$ cat src/rtl/track_seq_ctrl_if.sv
// Purpose: signal bundle between the track countdown sequencer and its parent/renderer.
// Latency: none, wires only.
// Backpressure: none; start is a one-cycle request, abort a level, pause (TRACK_SEQ_PAUSE_EN) a level.
//
// Optional feature macro: TRACK_SEQ_PAUSE_EN adds the pause input.
// Signals:
//   start         parent -> seq : one-cycle sequence request
//   abort         parent -> seq : level, forces IDLE
//   pix_index     driver -> seq : current OLED pixel index (0..6143)
//   pause         parent -> seq : level, freezes frame ticks (TRACK_SEQ_PAUSE_EN only)
//   count         seq -> renderer : digit select (0="3" .. 3="0")
//   y_pos         seq -> renderer : glyph top row
//   visible       seq -> parent   : renderer colour enable
//   busy          seq -> parent   : sequence in progress
//   done          seq -> parent   : one-cycle completion pulse
interface track_seq_ctrl_if;
  logic        start;
  logic        abort;
  logic [12:0] pix_index;
`ifdef TRACK_SEQ_PAUSE_EN
  logic        pause;
`endif
  logic [1:0]  count;
  logic [6:0]  y_pos;
  logic        visible;
  logic        busy;
  logic        done;

`ifdef TRACK_SEQ_PAUSE_EN
  modport master (
    output start, abort, pix_index, pause,
    input  count, y_pos, visible, busy, done
  );
  modport slave (
    input  start, abort, pix_index, pause,
    output count, y_pos, visible, busy, done
  );
`else
  modport master (
    output start, abort, pix_index,
    input  count, y_pos, visible, busy, done
  );
  modport slave (
    input  start, abort, pix_index,
    output count, y_pos, visible, busy, done
  );
`endif
endinterface

$ cat src/rtl/track_seq_ctrl.sv
// Purpose: frame-aligned sequencer for the ingredient-track countdown overlay (3-2-1-0, then glyph drop).
// Latency: start -> busy/visible one clk; a frame-tick decision lands on count/y_pos/done one clk later.
// Backpressure: none; start ignored while busy, abort overrides everything, pause (TRACK_SEQ_PAUSE_EN) masks frame ticks.
//
// Optional feature macro: TRACK_SEQ_PAUSE_EN (adds bus.pause; default build has no pause).
// Ports:
//   clk    in : single clock domain
//   rst_n  in : synchronous, active-low reset
//   bus    slave modport of track_seq_ctrl_if:
//            in  start, abort, pix_index[12:0], pause (macro only)
//            out count[1:0], y_pos[6:0], visible, busy, done (all registered)
module track_seq_ctrl #(
  parameter int unsigned FRAMES_PER_STEP = 30,  // 1..255
  parameter int unsigned Y_START         = 10,
  parameter int unsigned Y_END           = 40   // Y_START <= Y_END <= 59
) (
  input  logic             clk,
  input  logic             rst_n,
  track_seq_ctrl_if.slave  bus
);

  typedef enum logic [1:0] {
    ST_IDLE      = 2'd0,
    ST_COUNTDOWN = 2'd1,
    ST_DROP      = 2'd2
  } state_e;

  localparam logic [7:0] FCNT_LAST   = 8'(FRAMES_PER_STEP - 1);
  localparam logic [6:0] Y_START_C   = 7'(Y_START);
  localparam logic [6:0] Y_END_C     = 7'(Y_END);
  localparam logic [1:0] COUNT_LAST  = 2'd3;

  state_e      state_q, state_d;
  logic [7:0]  fcnt_q, fcnt_d;
  logic [12:0] pix_q;
  logic [1:0]  count_q, count_d;
  logic [6:0]  y_pos_q, y_pos_d;
  logic        visible_q, visible_d;
  logic        busy_q, busy_d;
  logic        done_q, done_d;

  logic        ftick_raw;
  logic        ftick;

  // ---------------------------------------------------------------------------
  // Frame tick: the first clk on which pix_index reads 0 after being non-zero.
  // Comparing against the registered previous index (rather than counting
  // clocks) makes this independent of how long each pixel is held, and a
  // long stall at pixel 0 still produces only one tick.
  // ---------------------------------------------------------------------------
  assign ftick_raw = (bus.pix_index == 13'd0) && (pix_q != 13'd0);

`ifdef TRACK_SEQ_PAUSE_EN
  // A masked tick is simply lost; the frame it belonged to is part of the pause.
  assign ftick = ftick_raw && !bus.pause;
`else
  assign ftick = ftick_raw;
`endif

  // ---------------------------------------------------------------------------
  // Next-state / next-output logic
  // ---------------------------------------------------------------------------
  always_comb begin
    state_d   = state_q;
    fcnt_d    = fcnt_q;
    count_d   = count_q;
    y_pos_d   = y_pos_q;
    visible_d = visible_q;
    busy_d    = busy_q;
    done_d    = 1'b0;

    if (bus.abort) begin
      // Abort beats start and ftick in the same cycle; no done on this path.
      state_d   = ST_IDLE;
      fcnt_d    = 8'd0;
      count_d   = 2'd0;
      y_pos_d   = Y_START_C;
      visible_d = 1'b0;
      busy_d    = 1'b0;
    end else begin
      unique case (state_q)
        ST_IDLE: begin
          if (bus.start) begin
            state_d   = ST_COUNTDOWN;
            fcnt_d    = 8'd0;
            count_d   = 2'd0;
            y_pos_d   = Y_START_C;
            visible_d = 1'b1;
            busy_d    = 1'b1;
          end
        end

        ST_COUNTDOWN: begin
          if (ftick) begin
            if (fcnt_q == FCNT_LAST) begin
              fcnt_d = 8'd0;
              if (count_q != COUNT_LAST) begin
                count_d = count_q + 2'd1;
              end else begin
                // "0" has been held for its full step; start sliding.
                state_d = ST_DROP;
              end
            end else begin
              fcnt_d = fcnt_q + 8'd1;
            end
          end
        end

        ST_DROP: begin
          if (ftick) begin
            if (y_pos_q == Y_END_C) begin
              // Glyph has been shown at its final row for one frame.
              done_d    = 1'b1;
              state_d   = ST_IDLE;
              fcnt_d    = 8'd0;
              count_d   = 2'd0;
              y_pos_d   = Y_START_C;
              visible_d = 1'b0;
              busy_d    = 1'b0;
            end else begin
              y_pos_d = y_pos_q + 7'd1;
            end
          end
        end

        default: begin
          state_d   = ST_IDLE;
          fcnt_d    = 8'd0;
          count_d   = 2'd0;
          y_pos_d   = Y_START_C;
          visible_d = 1'b0;
          busy_d    = 1'b0;
        end
      endcase
    end
  end

  // ---------------------------------------------------------------------------
  // State and output registers
  // ---------------------------------------------------------------------------
  always_ff @(posedge clk) begin
    if (!rst_n) begin
      state_q   <= ST_IDLE;
      fcnt_q    <= 8'd0;
      pix_q     <= 13'd0;
      count_q   <= 2'd0;
      y_pos_q   <= Y_START_C;
      visible_q <= 1'b0;
      busy_q    <= 1'b0;
      done_q    <= 1'b0;
    end else begin
      state_q   <= state_d;
      fcnt_q    <= fcnt_d;
      pix_q     <= bus.pix_index;
      count_q   <= count_d;
      y_pos_q   <= y_pos_d;
      visible_q <= visible_d;
      busy_q    <= busy_d;
      done_q    <= done_d;
    end
  end

  assign bus.count   = count_q;
  assign bus.y_pos   = y_pos_q;
  assign bus.visible = visible_q;
  assign bus.busy    = busy_q;
  assign bus.done    = done_q;

  // ---------------------------------------------------------------------------
  // Structural invariants of the sequencer
  // ---------------------------------------------------------------------------
  // The renderer is enabled exactly while a sequence runs.
  a_vis_eq_busy: assert property (@(posedge clk) visible_q == busy_q);

  // done is only raised on the transition back to IDLE.
  a_done_idle: assert property (@(posedge clk) disable iff (!rst_n)
    done_q |-> (!busy_q && state_q == ST_IDLE));

  // done is a single-cycle pulse.
  a_done_pulse: assert property (@(posedge clk) disable iff (!rst_n)
    done_q |=> !done_q);

  // The glyph never leaves its travel range.
  a_y_range: assert property (@(posedge clk) disable iff (!rst_n)
    (y_pos_q >= Y_START_C) && (y_pos_q <= Y_END_C));

endmodule

$ cat src/flat_wrapper.sv
// flat-port wrapper written by rule: the top's interface ports become plain ports
module track_seq_ctrl_flat 
#(
  parameter int unsigned FRAMES_PER_STEP = 30,           
  parameter int unsigned Y_START         = 10,
  parameter int unsigned Y_END           = 40                            
)
  (clk, rst_n, bus_start, bus_abort, bus_pix_index, bus_count, bus_y_pos, bus_visible, bus_busy, bus_done);
  track_seq_ctrl_if bus_i ();
  input  logic clk;
  input  logic rst_n;
  input wire logic [$bits(bus_i.start)-1:0] bus_start;
  input wire logic [$bits(bus_i.abort)-1:0] bus_abort;
  input wire logic [$bits(bus_i.pix_index)-1:0] bus_pix_index;
  output wire logic [$bits(bus_i.count)-1:0] bus_count;
  output wire logic [$bits(bus_i.y_pos)-1:0] bus_y_pos;
  output wire logic [$bits(bus_i.visible)-1:0] bus_visible;
  output wire logic [$bits(bus_i.busy)-1:0] bus_busy;
  output wire logic [$bits(bus_i.done)-1:0] bus_done;
  assign bus_i.start = bus_start;
  assign bus_i.abort = bus_abort;
  assign bus_i.pix_index = bus_pix_index;
  assign bus_count = bus_i.count;
  assign bus_y_pos = bus_i.y_pos;
  assign bus_visible = bus_i.visible;
  assign bus_busy = bus_i.busy;
  assign bus_done = bus_i.done;
  track_seq_ctrl #(.FRAMES_PER_STEP(FRAMES_PER_STEP), .Y_START(Y_START), .Y_END(Y_END)) u_core (.clk(clk), .rst_n(rst_n), .bus(bus_i));
endmodule
$ cat config.mk
export PLATFORM = sky130hd
export DESIGN_NAME = track_seq_ctrl_flat
export DESIGN_NICKNAME = d
export VERILOG_FILES = /design/src/rtl/track_seq_ctrl_if.sv /design/src/rtl/track_seq_ctrl.sv /design/src/flat_wrapper.sv
export SDC_FILE = /design/constraint.sdc
export NUM_CORES = 1
export LEC_CHECK = 0
export CORE_MARGIN = 5
export CORE_UTILIZATION = 51
export CTS_CLUSTER_SIZE = 14
export DETAILED_ROUTE_END_ITERATION = 12
export MAX_ROUTING_LAYER = met4
export PLACE_DENSITY = 0.78
export SYNTH_ARGS = -nofsm -noshare
export SYNTH_HDL_FRONTEND = slang
export SYNTH_SLANG_ARGS = --single-unit
$ cat constraint.sdc
create_clock -name clk -period 2.6 [get_ports clk]
set_input_delay 0.52 -clock clk [delete_from_list [all_inputs] [get_ports clk]]
set_output_delay 0.52 -clock clk [all_outputs]
set_load 0.005 [all_outputs]
* After elaboration in Yosys (flattened, before gate mapping) *
Index checks and enable logic that the tools add are counted.

cells by class
  add/sub/neg operators = 3
  multipliers = 0
  div/mod/pow operators = 0
  magnitude comparators = 0
  equality and inequality tests = 12
  shift-type cells = 0
  multiplexer cells = 27
  bitwise gates (word level) = 4
  reductions and logical operators = 11

operators by type and width
  cell                   number
  $mux W8                5
  $pmux W8 S3            1
  $mux W7                3
  $pmux W7 S3            1
  $mux W2                10
  $logic_not A13 Y1      1
  $reduce_bool A13 Y1    1
  $pmux W2 S3            2
  $reduce_and A6 Y1      2
  $ne A2 B1 Y1 const B   5
  $add A8 B1 Y8 const B  1
  $eq A8 B5 Y1 const B   1
  $reduce_and A4 Y1      2
  $add A7 B1 Y7 const B  1
  $eq A7 B6 Y1 const B   1
  $ne A2 B2 Y1 const B   3
  $mux W1                4
  $not A1 Y1             4
  $reduce_or A4 Y1       1
  $pmux W1 S3            1
  $reduce_and A3 Y1      1
  $add A2 B1 Y2 const B  1
  $eq A2 B1 Y1 const B   1
  $eq A2 B2 Y1 const B   1
  other kinds (3)        3

word-level totals
  bits in registers = 34
  bits in latches = 0
  RAM bits = 0
  ROM bits = 0
  input bits = 17
  output and inout bits = 12
  memories = 0

* Depth between registers and ports, before layout *
  word-level depth = 5
  gate-level depth with buffers = 7
  mapped depth without buffers = 7

* Least setup slack after synthesis *
Ideal clock, no wire load.

  kind = input to register
  start point = in bus_pix_index[0]
  end point = reg u_core.fcnt_q[1]
  setup time = 70 ps
  data arrival time = 1,852 ps
  required time = 2,530 ps
  slack = 678 ps
  cell stages on the path = 5
  path buffers = 0
  cells stage by stage = nor4_1 and4_1 a21boi_1 or4_1 a21oi_1

on the way
  cells in the longest elaborated chain, start to end = 4
  elaborated cells between the ends (all ways) = 5
  those cells by class = 2 x eq/ne; 3 x reduce/logical

RTL lines
  element                        RTL line               RTL
  from (decl)                    flat_wrapper.sv:14     input wire logic [$bits(bus_i.pix_index)-1:0] bus_pix_index;
  $logic_not A13 Y1 *            track_seq_ctrl.sv:51   assign ftick_raw = (bus.pix_index == 13'd0) && (pix_q != 13'd0);
  $logic_and A1 B1 Y1 *          track_seq_ctrl.sv:51
  $ne A2 B1 Y1 (no line)         --
  $reduce_and A4 Y1 (no line) *  --
  to (signal assigned)           track_seq_ctrl.sv:153  fcnt_q <= fcnt_d;
  to (decl)                      track_seq_ctrl.sv:34   logic [7:0] fcnt_q, fcnt_d;

Every way passes the cells marked *; elsewhere a longest branch is shown, timed or not.
A chain may end at the register's enable or synchronous reset.

* Worst setup path after layout *
  start point = in bus_pix_index[7]
  end point = reg u_core.y_pos_q[3], in the netlist u_core.bus.y_pos[3]

on the way
  cells in the longest elaborated chain, start to end = 4

RTL lines
  element                      RTL line               RTL
  $logic_not A13 Y1            track_seq_ctrl.sv:51
  $logic_and A1 B1 Y1          track_seq_ctrl.sv:51
  $ne A2 B1 Y1 (no line)       --
  $reduce_and A3 Y1 (no line)  --
  to (signal assigned)         track_seq_ctrl.sv:156  y_pos_q <= y_pos_d;
  to (decl)                    track_seq_ctrl.sv:37   logic [6:0] y_pos_q, y_pos_d;

Every way passes these cells.

==> flow_metrics.py <==
metrics = {
    "status": {
        "status": "completed",
    },
    "routing": {
        "via_per_inst": 5.91,
        "wl_um": 3890,
        "drtPass1Iterations": 5,
        "drtAntennaViolNets": 0,
        "vias": 1608,
        "drt_iter0_markers": 127,
        "drc": 0,
        "wl_per_cell_um": 14.3,
    },
    "placement": {
        "place_hpwl_um": 2910,
        "dpl.cell_count": 264,
        "dpl_worst_slack_ps": 32.4,
        "io_buffer_count": 28,
        "placed_area_um2": 2000,
        "gp_congestion": 0.861,
    },
    "sta": {
        "worstMarginPinSlew_ps": 573,
        "hold_violations": 0,
        "fin_worst_skew_ps": 14.8,
        "fmax_ghz": 0.435,
        "setup_viol_count_final": 0,
        "report.final.slew_viol_count": 0,
        "tns_ps": 0,
        "slew_headroom": 0.615,
        "rsz0062_at_grt": "false",
        "fin_ws_ps": 301,
        "layout_min_cycle_time_ps": 2300,
        "post-route-period-util": 0.884,
    },
    "flow_run": {
        "cap_violations": 0,
    },
    "power": {
        "finalPower_mw": 0.938,
        "power_leakage_nw": 0.739,
        "vdd_drop_max_mv": 0.317,
        "p_per_area_nw_per_um2": 456,
    },
    "synth": {
        "syn_inst": 190,
        "ys_ff_latch": 34,
        "synth_top_family_by_area": "simple AND/OR/NAND/NOR gates",
        "async_reset_ff_frac": 0,
        "synth_common_cells": "dfxtp_1 (34), nor2_1 (15), a21oi_1 (13), and2_1 (13), nand2_1 (13)",
        "synth_ff_type": "dfxtp_1",
        "synth-compound-area-share": 0.186,
        "synth-adder-area-share": 0.0385,
        "syn_area_um2": 1630,
        "yosys.area_share.simple": 0.312,
        "netlist.area_leader.share": 0.418,
        "yosysMostFrequentCell": "dfxtp_1",
        "ys_warn_count": 0,
        "seq_area_frac_synth": 0.418,
        "synthMuxAreaShare": 0.0123,
        "synth_area_leaders": "dfxtp_1 (42%), and2_1 (5.0%), a21oi_1 (4.0%)",
        "synth.largest_area_cell": "dfxtp_1",
        "synth_xor_xnor_area_share": 0,
        "synth_edf_count": 0,
        "synth_cell_types": 42,
        "syn_nets": 212,
        "synth.avg_cell_area_um2": 8.56,
    },
    "global_routing": {
        "grtUsageTotal": 0.204,
        "met1_usage": 0.240,
        "grt_max_degree": 19,
        "grt_first_pass_wirelength_um": 6670,
        "grt.busiest_layer": "met2",
        "met3_usage": 0.0607,
        "grtUsageMet2": 0.326,
        "grt_overflow": 0,
        "antenna_found_initial": 0,
        "grt_pass1_vias": 1466,
    },
    "final_layout": {
        "drive_gt1_frac": 0.0833,
        "areaGrowthSynthToFinish_pct": 26.5,
        "fillerInstances": 267,
        "diodes": 0,
        "multiInputGateArea_um2": 892,
        "fin_area_um2": 2060,
        "instances_no_fill": 272,
        "fin_nets": 249,
        "regArea_um2": 681,
    },
    "cts": {
        "cts_buffers": 5,
        "cts_resized": 0,
        "insertion_delay_ps": 340,
        "hold_buffers": 0,
        "root_buffer": "clkbuf_4",
        "cts.sinks": 34,
        "cts_tree": "built",
        "htreeDepth": 2,
        "cts.path.max_buffers": 2,
        "clk_pin_slew_ps": 100,
        "post_cts_buffers": 0,
    },
    "setup_path": {
        "cp.required_ps": 2810,
        "path_max_fanout": 7,
        "regToRegSetupSlack_ps": 590,
        "reg2reg_from": "u_core.fcnt_q[5]",
        "ff2ff_path_depth": 6,
        "r2r-end": "u_core.fcnt_q[2]",
        "end_kind": "flop",
        "critPathKind": "in2reg",
        "cp-start-kind": "primary input",
        "crit_arrival_ps": 2510,
    },
    "floorplan": {
        "dieWidth_um": 66.5,
        "dieArea_um2": 4420,
        "coreArea_um2": 3050,
        "rows": 20,
        "die_h_um": 66.5,
        "io_pins": 29,
        "initial_core_util": 0.533,
    },
    "hold_path": {
        "min_to": "u_core.bus.visible",
        "whs_path_depth": 2,
        "worstHoldPathType": "reg2reg",
        "min-delay-start": "u_core.bus.visible",
    },
}
[cells by family (layout without fill, tap and decap cells)]
family                     after synthesis  after routing
AOI/OAI and AO/OA                       46             46
adders and majority gates                5              5
buffers and inverters                   13             51
DFF                                     34             34
muxes                                    2              2
and+or+nand+nor                         90             90
[flip-flops by register name, indices dropped and copies added (netlist names)]
register            cells
u_core.bus.count        2
u_core.bus.done         1
u_core.bus.visible      1
u_core.fcnt_q           8
u_core.pix_q           13
u_core.bus.y_pos        7
u_core.state_q          2
[critical path, cell delays in order]
cell and delay (ps):
clkdlybuf4s50_1 420, nor4_1 410, and4_1 300, nand2_1 160
nor4_1 560, a21oi_1 140
[worst max-delay path by stage]
stage	startpoint	end	slack [ps]	cells after the start
6_report	bus_pix_index[7]	u_core.bus.y_pos[3]	300	6
5_1_grt	bus_pix_index[7]	u_core.bus.y_pos[3]	130	6
4_1_cts	bus_pix_index[7]	u_core.bus.y_pos[3]	380	6
3_5_place_dp	bus_pix_index[7]	u_core.bus.y_pos[3]	30	6
3_3_place_gp	bus_pix_index[7]	u_core.bus.y_pos[3]	120	6
2_1_floorplan	bus_pix_index[0]	u_core.fcnt_q[1]	680	5
[final cells by class]
cell class	count	area share
inverters	6	0.0109
well taps	44	0.0267
multi-input cells	143	0.433
clock inverters	1	0.00243
repair buffers	37	0.169
flip-flops and latches	34	0.331
clock buffers	7	0.0267
[stage by stage]
step                hold WS (ps)  utilization
floorplan                    471            -
global placement             489        0.655
finish                       510        0.674
global route                 543        0.674
detailed placement           492        0.655
CTS                          506        0.674
[metal layers]
layer | vias up | routed length [um] | share of wire
met5 | - | 0 | 0
met4 | 0 | 61 | 0.016
met3 | 6 | 298 | 0.077
met1 | 739 | 1720 | 0.44
li1 | 787 | - | -
met2 | 76 | 1810 | 0.47
[power by group]
group | switching (mW) | leakage, nW | internal [mW] | total [mW]
registers | 0.00546 | 0.278 | 0.533 | 0.539
logic | 0.0443 | 0.426 | 0.0491 | 0.0935
clock network | 0.175 | 0.0353 | 0.131 | 0.306
[layout by cell type (no fill, tap or decap), types with 6 or more instances in the layout]
master	instances
dfxtp_1	34
nand2_1	13
a21oi_1	13
buf_4	9
nor2_1	15
o21ai_0	6
nor4_1	7
nand3_1	10
clkdlybuf4s50_1	28
inv_1	6
and2_1	13
No activity file was read; power rests on OpenSTA's default activity.
